File: src/rtl/cxl_d2h_req_tracker.sv
// CXL.cache device-to-host request tracker.
// Allocates a CQID per cache request, issues it on the D2H request channel
// through one registered stage, and retires entries from H2D GO / WritePull
// responses.

// One tracker entry: lifecycle of a single CQID from allocation to retirement.
module cxl_d2h_req_entry (
  input  logic       clk,
  input  logic       rst_n,
  input  logic       i_alloc,
  input  logic       i_alloc_wr,
  input  logic       i_rsp,
  input  logic [3:0] i_rsp_opcode,
  input  logic [3:0] i_rsp_data,
  output logic       o_free,
  output logic       o_legal,
  output logic       o_done,
  output logic       o_wrpull,
  output logic       o_err_done,
  output logic [3:0] o_state
);
  localparam logic [3:0] OP_WRITE_PULL      = 4'b0001;
  localparam logic [3:0] OP_GO              = 4'b0100;
  localparam logic [3:0] OP_GO_WRITE_PULL   = 4'b0101;
  localparam logic [3:0] OP_EXT_CMP         = 4'b0110;
  localparam logic [3:0] OP_GO_WP_DROP      = 4'b1000;
  localparam logic [3:0] OP_FAST_GO         = 4'b1100;
  localparam logic [3:0] OP_FAST_GO_WP      = 4'b1101;
  localparam logic [3:0] OP_GO_ERR_WP       = 4'b1111;

  typedef enum logic [2:0] {
    S_FREE, S_WAIT_GO, S_WAIT_BOTH, S_WAIT_PULL, S_WAIT_GO_W
  } state_t;

  state_t     r_state;
  state_t     w_next;
  state_t     w_rsp_next;
  logic [3:0] r_go_state;

  // Entry state register.
  always_ff @(posedge clk or negedge rst_n) begin
    if (!rst_n) r_state <= S_FREE;
    else        r_state <= w_next;
  end

  // Remember the GO cache state when the GO arrives ahead of its WritePull.
  always_ff @(posedge clk or negedge rst_n) begin
    if (!rst_n)
      r_go_state <= '0;
    else if (i_rsp && r_state == S_WAIT_BOTH && i_rsp_opcode == OP_GO)
      r_go_state <= i_rsp_data;
  end

  // Response decode for the current state, then next-state selection.
  always_comb begin
    o_legal    = 1'b0;
    o_done     = 1'b0;
    o_wrpull   = 1'b0;
    o_err_done = 1'b0;
    o_state    = i_rsp_data;
    w_rsp_next = r_state;
    case (r_state)
      S_WAIT_GO, S_WAIT_GO_W: begin
        if (i_rsp_opcode == OP_GO || i_rsp_opcode == OP_FAST_GO) begin
          o_legal = 1'b1; o_done = 1'b1; w_rsp_next = S_FREE;
        end else if (i_rsp_opcode == OP_EXT_CMP) begin
          o_legal = 1'b1;
        end
      end
      S_WAIT_BOTH: begin
        case (i_rsp_opcode)
          OP_WRITE_PULL: begin
            o_legal = 1'b1; o_wrpull = 1'b1; w_rsp_next = S_WAIT_GO_W;
          end
          OP_GO: begin
            o_legal = 1'b1; w_rsp_next = S_WAIT_PULL;
          end
          OP_GO_WRITE_PULL, OP_FAST_GO_WP: begin
            o_legal = 1'b1; o_wrpull = 1'b1; o_done = 1'b1; w_rsp_next = S_FREE;
          end
          OP_GO_WP_DROP: begin
            o_legal = 1'b1; o_done = 1'b1; w_rsp_next = S_FREE;
          end
          OP_GO_ERR_WP: begin
            o_legal = 1'b1; o_wrpull = 1'b1; o_done = 1'b1; o_err_done = 1'b1;
            w_rsp_next = S_FREE;
          end
          OP_EXT_CMP: o_legal = 1'b1;
          default: ;
        endcase
      end
      S_WAIT_PULL: begin
        if (i_rsp_opcode == OP_WRITE_PULL) begin
          o_legal = 1'b1; o_wrpull = 1'b1; o_done = 1'b1;
          o_state = r_go_state; w_rsp_next = S_FREE;
        end else if (i_rsp_opcode == OP_EXT_CMP) begin
          o_legal = 1'b1;
        end
      end
      default: ;
    endcase
    // Allocation only ever hits a FREE entry, and a response to a FREE entry
    // is never legal, so the two cannot collide.
    w_next = r_state;
    if (i_alloc)              w_next = i_alloc_wr ? S_WAIT_BOTH : S_WAIT_GO;
    else if (i_rsp && o_legal) w_next = w_rsp_next;
  end

  assign o_free = (r_state == S_FREE);
endmodule

module cxl_d2h_req_tracker #(
  parameter int NUM_CQID = 16
) (
  input  logic        clk,
  input  logic        rst_n,
  input  logic        req_valid_i,
  output logic        req_ready_o,
  input  logic [4:0]  req_opcode_i,
  input  logic [45:0] req_addr_i,
  input  logic        req_nt_i,
  output logic        d2h_req_valid_o,
  input  logic        d2h_req_ready_i,
  output logic [4:0]  d2h_req_opcode_o,
  output logic [45:0] d2h_req_addr_o,
  output logic [11:0] d2h_req_cqid_o,
  output logic        d2h_req_nt_o,
  input  logic        h2d_rsp_valid_i,
  input  logic [3:0]  h2d_rsp_opcode_i,
  input  logic [11:0] h2d_rsp_cqid_i,
  input  logic [11:0] h2d_rsp_data_i,
  output logic        done_valid_o,
  output logic [11:0] done_cqid_o,
  output logic [3:0]  done_state_o,
  output logic        done_err_o,
  output logic        wrpull_valid_o,
  output logic [11:0] wrpull_cqid_o,
  output logic [11:0] wrpull_uqid_o,
  output logic        err_unexp_o,
  output logic [12:0] outstanding_o
);
  localparam int IW = $clog2(NUM_CQID);

  localparam logic [4:0] OP_ITOMWR      = 5'b00110;
  localparam logic [4:0] OP_MEM_WR      = 5'b00111;
  localparam logic [4:0] OP_CLEAN_EVICT = 5'b01001;
  localparam logic [4:0] OP_DIRTY_EVICT = 5'b01010;
  localparam logic [4:0] OP_WOWR_INV    = 5'b01100;
  localparam logic [4:0] OP_WOWR_INVF   = 5'b01101;
  localparam logic [4:0] OP_WR_INV      = 5'b01110;

  function automatic logic is_write(input logic [4:0] op);
    case (op)
      OP_ITOMWR, OP_MEM_WR, OP_CLEAN_EVICT, OP_DIRTY_EVICT,
      OP_WOWR_INV, OP_WOWR_INVF, OP_WR_INV: return 1'b1;
      default:                              return 1'b0;
    endcase
  endfunction

  logic [NUM_CQID-1:0]      w_free, w_ent_legal, w_ent_done, w_ent_wrpull, w_ent_err;
  logic [NUM_CQID-1:0][3:0] w_ent_state;
  logic [IW-1:0]            w_alloc_idx, w_sel;
  logic                     w_any_free, w_accept, w_in_range, w_legal, w_rsp_ok, w_retire;

  logic        r_d2h_valid, r_d2h_nt;
  logic [4:0]  r_d2h_opcode;
  logic [45:0] r_d2h_addr;
  logic [11:0] r_d2h_cqid;
  logic        r_done, r_done_err, r_wrpull, r_err;
  logic [11:0] r_done_cqid, r_wrpull_cqid, r_wrpull_uqid;
  logic [3:0]  r_done_state;
  logic [12:0] r_outstanding;

  // Lowest-index FREE entry, from the pre-update entry states.
  always_comb begin
    w_alloc_idx = '0;
    w_any_free  = 1'b0;
    for (int i = NUM_CQID - 1; i >= 0; i--) begin
      if (w_free[i]) begin
        w_alloc_idx = IW'(i);
        w_any_free  = 1'b1;
      end
    end
  end

  assign req_ready_o = w_any_free && (!r_d2h_valid || d2h_req_ready_i);
  assign w_accept    = req_valid_i && req_ready_o;

  assign w_in_range = ({1'b0, h2d_rsp_cqid_i} < 13'(NUM_CQID));
  assign w_sel      = h2d_rsp_cqid_i[IW-1:0];
  assign w_legal    = w_in_range && w_ent_legal[w_sel];
  assign w_rsp_ok   = h2d_rsp_valid_i && w_legal;
  assign w_retire   = w_rsp_ok && w_ent_done[w_sel];

  for (genvar g = 0; g < NUM_CQID; g++) begin : g_ent
    cxl_d2h_req_entry u_ent (
      .clk          (clk),
      .rst_n        (rst_n),
      .i_alloc      (w_accept && (w_alloc_idx == IW'(g))),
      .i_alloc_wr   (is_write(req_opcode_i)),
      .i_rsp        (h2d_rsp_valid_i && w_in_range && (w_sel == IW'(g))),
      .i_rsp_opcode (h2d_rsp_opcode_i),
      .i_rsp_data   (h2d_rsp_data_i[3:0]),
      .o_free       (w_free[g]),
      .o_legal      (w_ent_legal[g]),
      .o_done       (w_ent_done[g]),
      .o_wrpull     (w_ent_wrpull[g]),
      .o_err_done   (w_ent_err[g]),
      .o_state      (w_ent_state[g])
    );
  end

  // D2H request stage: load on accept, hold while the link stalls.
  always_ff @(posedge clk or negedge rst_n) begin
    if (!rst_n) begin
      r_d2h_valid  <= 1'b0;
      r_d2h_opcode <= '0;
      r_d2h_addr   <= '0;
      r_d2h_cqid   <= '0;
      r_d2h_nt     <= 1'b0;
    end else if (w_accept) begin
      r_d2h_valid  <= 1'b1;
      r_d2h_opcode <= req_opcode_i;
      r_d2h_addr   <= req_addr_i;
      r_d2h_cqid   <= 12'(w_alloc_idx);
      r_d2h_nt     <= req_nt_i;
    end else if (d2h_req_ready_i) begin
      r_d2h_valid  <= 1'b0;
    end
  end

  // Registered response pulses; data fields hold their last pulsed value.
  always_ff @(posedge clk or negedge rst_n) begin
    if (!rst_n) begin
      r_done        <= 1'b0;
      r_done_cqid   <= '0;
      r_done_state  <= '0;
      r_done_err    <= 1'b0;
      r_wrpull      <= 1'b0;
      r_wrpull_cqid <= '0;
      r_wrpull_uqid <= '0;
      r_err         <= 1'b0;
    end else begin
      r_done   <= w_retire;
      r_wrpull <= w_rsp_ok && w_ent_wrpull[w_sel];
      r_err    <= h2d_rsp_valid_i && !w_legal;
      if (w_retire) begin
        r_done_cqid  <= h2d_rsp_cqid_i;
        r_done_state <= w_ent_state[w_sel];
        r_done_err   <= w_ent_err[w_sel];
      end
      if (w_rsp_ok && w_ent_wrpull[w_sel]) begin
        r_wrpull_cqid <= h2d_rsp_cqid_i;
        r_wrpull_uqid <= h2d_rsp_data_i;
      end
    end
  end

  // Occupancy count tracks allocations minus retirements.
  always_ff @(posedge clk or negedge rst_n) begin
    if (!rst_n) r_outstanding <= '0;
    else        r_outstanding <= r_outstanding + 13'(w_accept) - 13'(w_retire);
  end

  assign d2h_req_valid_o  = r_d2h_valid;
  assign d2h_req_opcode_o = r_d2h_opcode;
  assign d2h_req_addr_o   = r_d2h_addr;
  assign d2h_req_cqid_o   = r_d2h_cqid;
  assign d2h_req_nt_o     = r_d2h_nt;
  assign done_valid_o     = r_done;
  assign done_cqid_o      = r_done_cqid;
  assign done_state_o     = r_done_state;
  assign done_err_o       = r_done_err;
  assign wrpull_valid_o   = r_wrpull;
  assign wrpull_cqid_o    = r_wrpull_cqid;
  assign wrpull_uqid_o    = r_wrpull_uqid;
  assign err_unexp_o      = r_err;
  assign outstanding_o    = r_outstanding;
endmodule

File: config.mk
export PLATFORM = sky130hd
export DESIGN_NAME = cxl_d2h_req_tracker
export DESIGN_NICKNAME = d
export VERILOG_FILES = /design/src/rtl/cxl_d2h_req_tracker.sv
export SDC_FILE = /design/constraint.sdc
export NUM_CORES = 1
export LEC_CHECK = 0
export ABC_AREA = 0
export BUFFER_PORTS_ARGS = -buffer_cell sky130_fd_sc_hd__buf_2
export CAP_MARGIN = 20
export CORE_MARGIN = 2
export CORE_UTILIZATION = 54
export DETAILED_ROUTE_END_ITERATION = 7
export GPL_TIMING_DRIVEN = 0
export PLACE_DENSITY = 0.78
export REMOVE_ABC_BUFFERS = 1
export SYNTH_ARGS = -nofsm -noshare
export SYNTH_HDL_FRONTEND = slang
export SYNTH_HIERARCHICAL = 1
export SYNTH_SLANG_ARGS = --single-unit
File: constraint.sdc
create_clock -name clk -period 3.88 [get_ports clk]
set_input_delay 0.776 -clock clk [delete_from_list [all_inputs] [get_ports clk]]
set_output_delay 0.776 -clock clk [all_outputs]
set_load 0.05 [all_outputs]
==> run_results.csv <==
group,metric,value,unit
sta,rsz0062_at_grt,"true",
die,die_y,184.0,um
yosys,synth-edff-count,0,
layout,area_growth,18.87,%
grt,grtUsageMet3,0.09192,
grt,grt_max_degree,125,
worst_setup_path,critical_path_depth,20,
yosys,yosysSeqAreaShare,0.3232,
sta,setup_viol,5,
grt,grt_util_met1,0.3911,
sta,clock_skew,0.01811,ns
pwr,p_total,10.63,mW
cts,cts_sinks,226,
worst_setup_path,crit_family,"compound AO/OA/AOI/OAI gates",
cts,hold_buffers,0,
sta,period_needed,4.343,ns
routing,dr.first_iter.drc_count,1967,
die,core-area,31720,um^2
cts,tritoncts,"yes",
pwr,p_leak,9.243,nW
worst_setup_path,crit_buf_inv,5,
sta,tns,-1.730,ns
layout,fin_nets,1945,
cts,cts_root_buf,"clkbuf_16",
layout,multiInputGateArea,11140,um^2
sta,whs,0.2407,ns
die,num_io_pins,208,
hold_path,hold_path.class,"input port to async pin",
sta,hold_viol_final,0,
worst_setup_path,start_kind,"input port",
die,dieWidth,184.0,um
placement,hpwl,29.49,mm
status,violations,"design-rule violations, negative setup slack",
worst_setup_path,reg2reg_to,"outstanding_o[10]",
grt,gr-total-overflow,0,
placement,gp_congestion,0.9034,
cts,htree_levels,1,
routing,vias_per_cell,6.678,
worst_setup_path,critPathCapture,"outstanding_o[10]",
worst_setup_path,critPathMaxFanout,16,
yosys,ys_warn_count,6,
status,status,"finished with violations",
sta,final.setup.worst_slack,-0.4629,ns
cts,cts_made_buffers,26,
worst_setup_path,cp_slowest_stage_delay,0.52,ns
yosys,ys_seq_elements,226,
worst_setup_path,worst_ep_arrival_time,4.80,ns
layout,fill_cells,2357,
worst_setup_path,reg2reg_from,"g_ent[4].u_ent/r_state[0]",
yosys,async_flop_share,1.000,
grt,grt-busiest-layer,"met2",
sta,worstMarginPinSlew,1.053,ns
layout,antenna_cells,0,
sta,max_freq,0.2303,GHz
routing,first_pass_iters,8,
routing,drt_wl_total,53.87,mm
die,rows,65,
job,cap_viol_max_count,0,
worst_setup_path,crit_type,"input port to flip-flop",
layout,regArea,5675,um^2
routing,vias,15145,
sta,fin_crit_sh,1.119,
yosys,synthCells,1642,
worst_setup_path,worstSetupStartpoint,"h2d_rsp_opcode_i[3]",
die,start_util,0.5518,
worst_setup_path,r2r_setup_slack,-0.37,ns
cts,cts.reportedPaths.clkPinSlew,0.06,ns
worst_setup_path,reg2reg_depth,19,
placement,port_buffers,199,
grt,first_global_vias,14672,
grt,grt.total_usage,0.3107,
cts,cts_buffer_depth,3,
sta,maxSlewHeadroom,0.2923,
pwr,powerDensity,510.8,nW/um^2
die,die-area,33870,um^2
sta,drv_slew,0,
grt,grt_pass1_wl,82.57,mm
routing,wl_per_cell,23.75,um
worst_setup_path,path_cells,"buf_16 -> buf_16 -> buf_16 -> and3_1 -> a22oi_1 -> o22ai_1 -> mux4_2 -> mux2i_4 -> nand2_1 -> o211ai_4 -> inv_2 -> ha_4 -> inv_2 -> ha_4 -> fa_2 -> a21o_1 -> a22o_1 -> a41oi_2 -> nor2b_2 -> xnor2_1",
routing,drc,46,
yosys,netlist_area,17500,um^2
yosys,synth-main-ff-cell,"dfrtp_1",
worst_setup_path,crit_top_cell,"buf_16",
pwr,ir_drop,0.4780,mV
cts,clk_latency,0.55,ns
routing,antenna_left,0,
yosys,avgSynthCellArea,10.66,um^2
worst_setup_path,cp-end-kind,"flip-flop",
worst_setup_path,crit_required,4.34,ns
yosys,synth_cell_type_count,73,
grt,antenna_found_initial,1,
worst_setup_path,critical_path.slowest_cell,"mux4_2",
grt,grtUsageMet2,0.4814,
layout,layout-drive-gt1-share,0.4068,
cell usage after synthesis (17+ instances only):
| cell type | n | area (um^2) |
|---|---|---|
| a211o_1 | 17 | 148.9 |
| a21oi_1 | 78 | 390.4 |
| a31oi_1 | 17 | 106.4 |
| and2_1 | 50 | 312.8 |
| and3_1 | 35 | 219.0 |
| buf_2 | 52 | 260.3 |
| buf_6 | 38 | 427.9 |
| dfrtp_1 | 226 | 5655 |
| inv_1 | 23 | 86.33 |
| mux2_1 | 49 | 551.8 |
| mux2_2 | 147 | 1655 |
| mux4_1 | 18 | 473.0 |
| mux4_2 | 19 | 427.9 |
| nand2_1 | 65 | 244.0 |
| nand2b_1 | 70 | 437.9 |
| nand3b_1 | 19 | 142.6 |
| nor2_1 | 104 | 390.4 |
| nor2b_1 | 68 | 425.4 |
| nor3_1 | 39 | 195.2 |
| nor3b_1 | 49 | 367.9 |
| nor4b_2 | 32 | 480.5 |
| o211ai_1 | 17 | 127.6 |
| o21a_1 | 21 | 157.7 |
| o21ai_0 | 42 | 210.2 |
| o21ai_1 | 17 | 85.08 |
| xor2_1 | 21 | 183.9 |
worst min path at each step:
stage,slack (ns),start,to
floorplan,0.47,g_ent[0].u_ent/r_go_state[0],g_ent[0].u_ent/r_go_state[0]
global placement,0.46,done_cqid_o[11],done_cqid_o[11]
detailed placement,0.47,wrpull_cqid_o[11],wrpull_cqid_o[11]
CTS,0.31,rst_n,outstanding_o[4]
global route,0.33,rst_n,outstanding_o[8]
finish,0.24,rst_n,outstanding_o[8]
state kept, by name, indices dropped and copies added, names as in the netlist:
signal and cells:
g_ent.u_ent/r_go_state 64, g_ent.u_ent/r_state 48, d2h_req_addr_o 46, outstanding_o 13, done_cqid_o 12, wrpull_cqid_o 12
wrpull_uqid_o 12, d2h_req_opcode_o 5, d2h_req_cqid_o 4, done_state_o 4, d2h_req_nt_o 1, d2h_req_valid_o 1
done_err_o 1, done_valid_o 1, err_unexp_o 1, wrpull_valid_o 1
layer usage:
layer  up-vias  share of wire  wire [um]
li1       6523              -          -
met1      7318           0.38      20360
met2      1022           0.43      23380
met3       282           0.12       6611
met4         0          0.065       3508
met5         -              0          0
cell families (layout without fill, tap and decap cells):
family / after synthesis / count (layout) / share of synthesized area
compound gates: 326 / 327 / 0.1448
flops: 226 / 226 / 0.3232
mux: 249 / 249 / 0.1899
buf+inv: 135 / 351 / 0.05541
xor+xnor: 25 / 25 / 0.01251
other cells: 1 / 8 / 0.0002143
fa+ha+maj: 14 / 14 / 0.01044
simple gates: 666 / 666 / 0.2636
through the flow:
stage	cells	util	setup WS (ns)	cell area, um^2
2_1_floorplan	1537	-	-2.046	16640
3_3_place_gp	2138	0.5720	-3.810	18140
3_5_place_dp	2146	0.5793	-1.900	18380
4_1_cts	2258	0.6509	-0.2577	20640
5_1_grt	2268	0.6559	-0.5028	20800
6_report	2268	0.6559	-0.4629	20800
power breakdown:
group	internal, mW	switching [mW]
sequential	2.69	0.492
combinational	1.95	2.95
clock	1.55	0.999
total	6.18	4.44
cells in the final DEF, fill, tap and decap left out, types with 18 or more instances in the layout:
master / count
buf_4: 38
o21ai_1: 22
buf_2: 196
nor4b_2: 31
and3_1: 33
xor2_1: 21
o21ai_0: 24
nor2b_2: 19
nor2_1: 104
inv_1: 21
nand2_1: 64
nand3b_1: 19
buf_16: 28
mux2_2: 146
and2_1: 50
nor3_1: 37
nor3b_1: 47
nor2b_1: 65
clkbuf_16: 27
mux4_2: 23
o21a_1: 21
mux2_1: 49
dfrtp_1: 210
a21oi_1: 75
and3_4: 18
nand2b_1: 70
layout make-up:
type	instances	share of cell area
clock buffer	38	0.03639
timing repair buffer	280	0.1205
clock inverter	10	0.006195
sequential	226	0.2728
tap	402	0.02418
inverter	23	0.004150
multi-input combinational	1289	0.5357
timing repair:
item	in CTS	in global routing
resized for setup	103	22
cloned	31	0
setup buffers	33	8
setup endpoints to repair	12	10
pin swaps	37	21
Note: power is estimated with default switching activity, not from simulation.
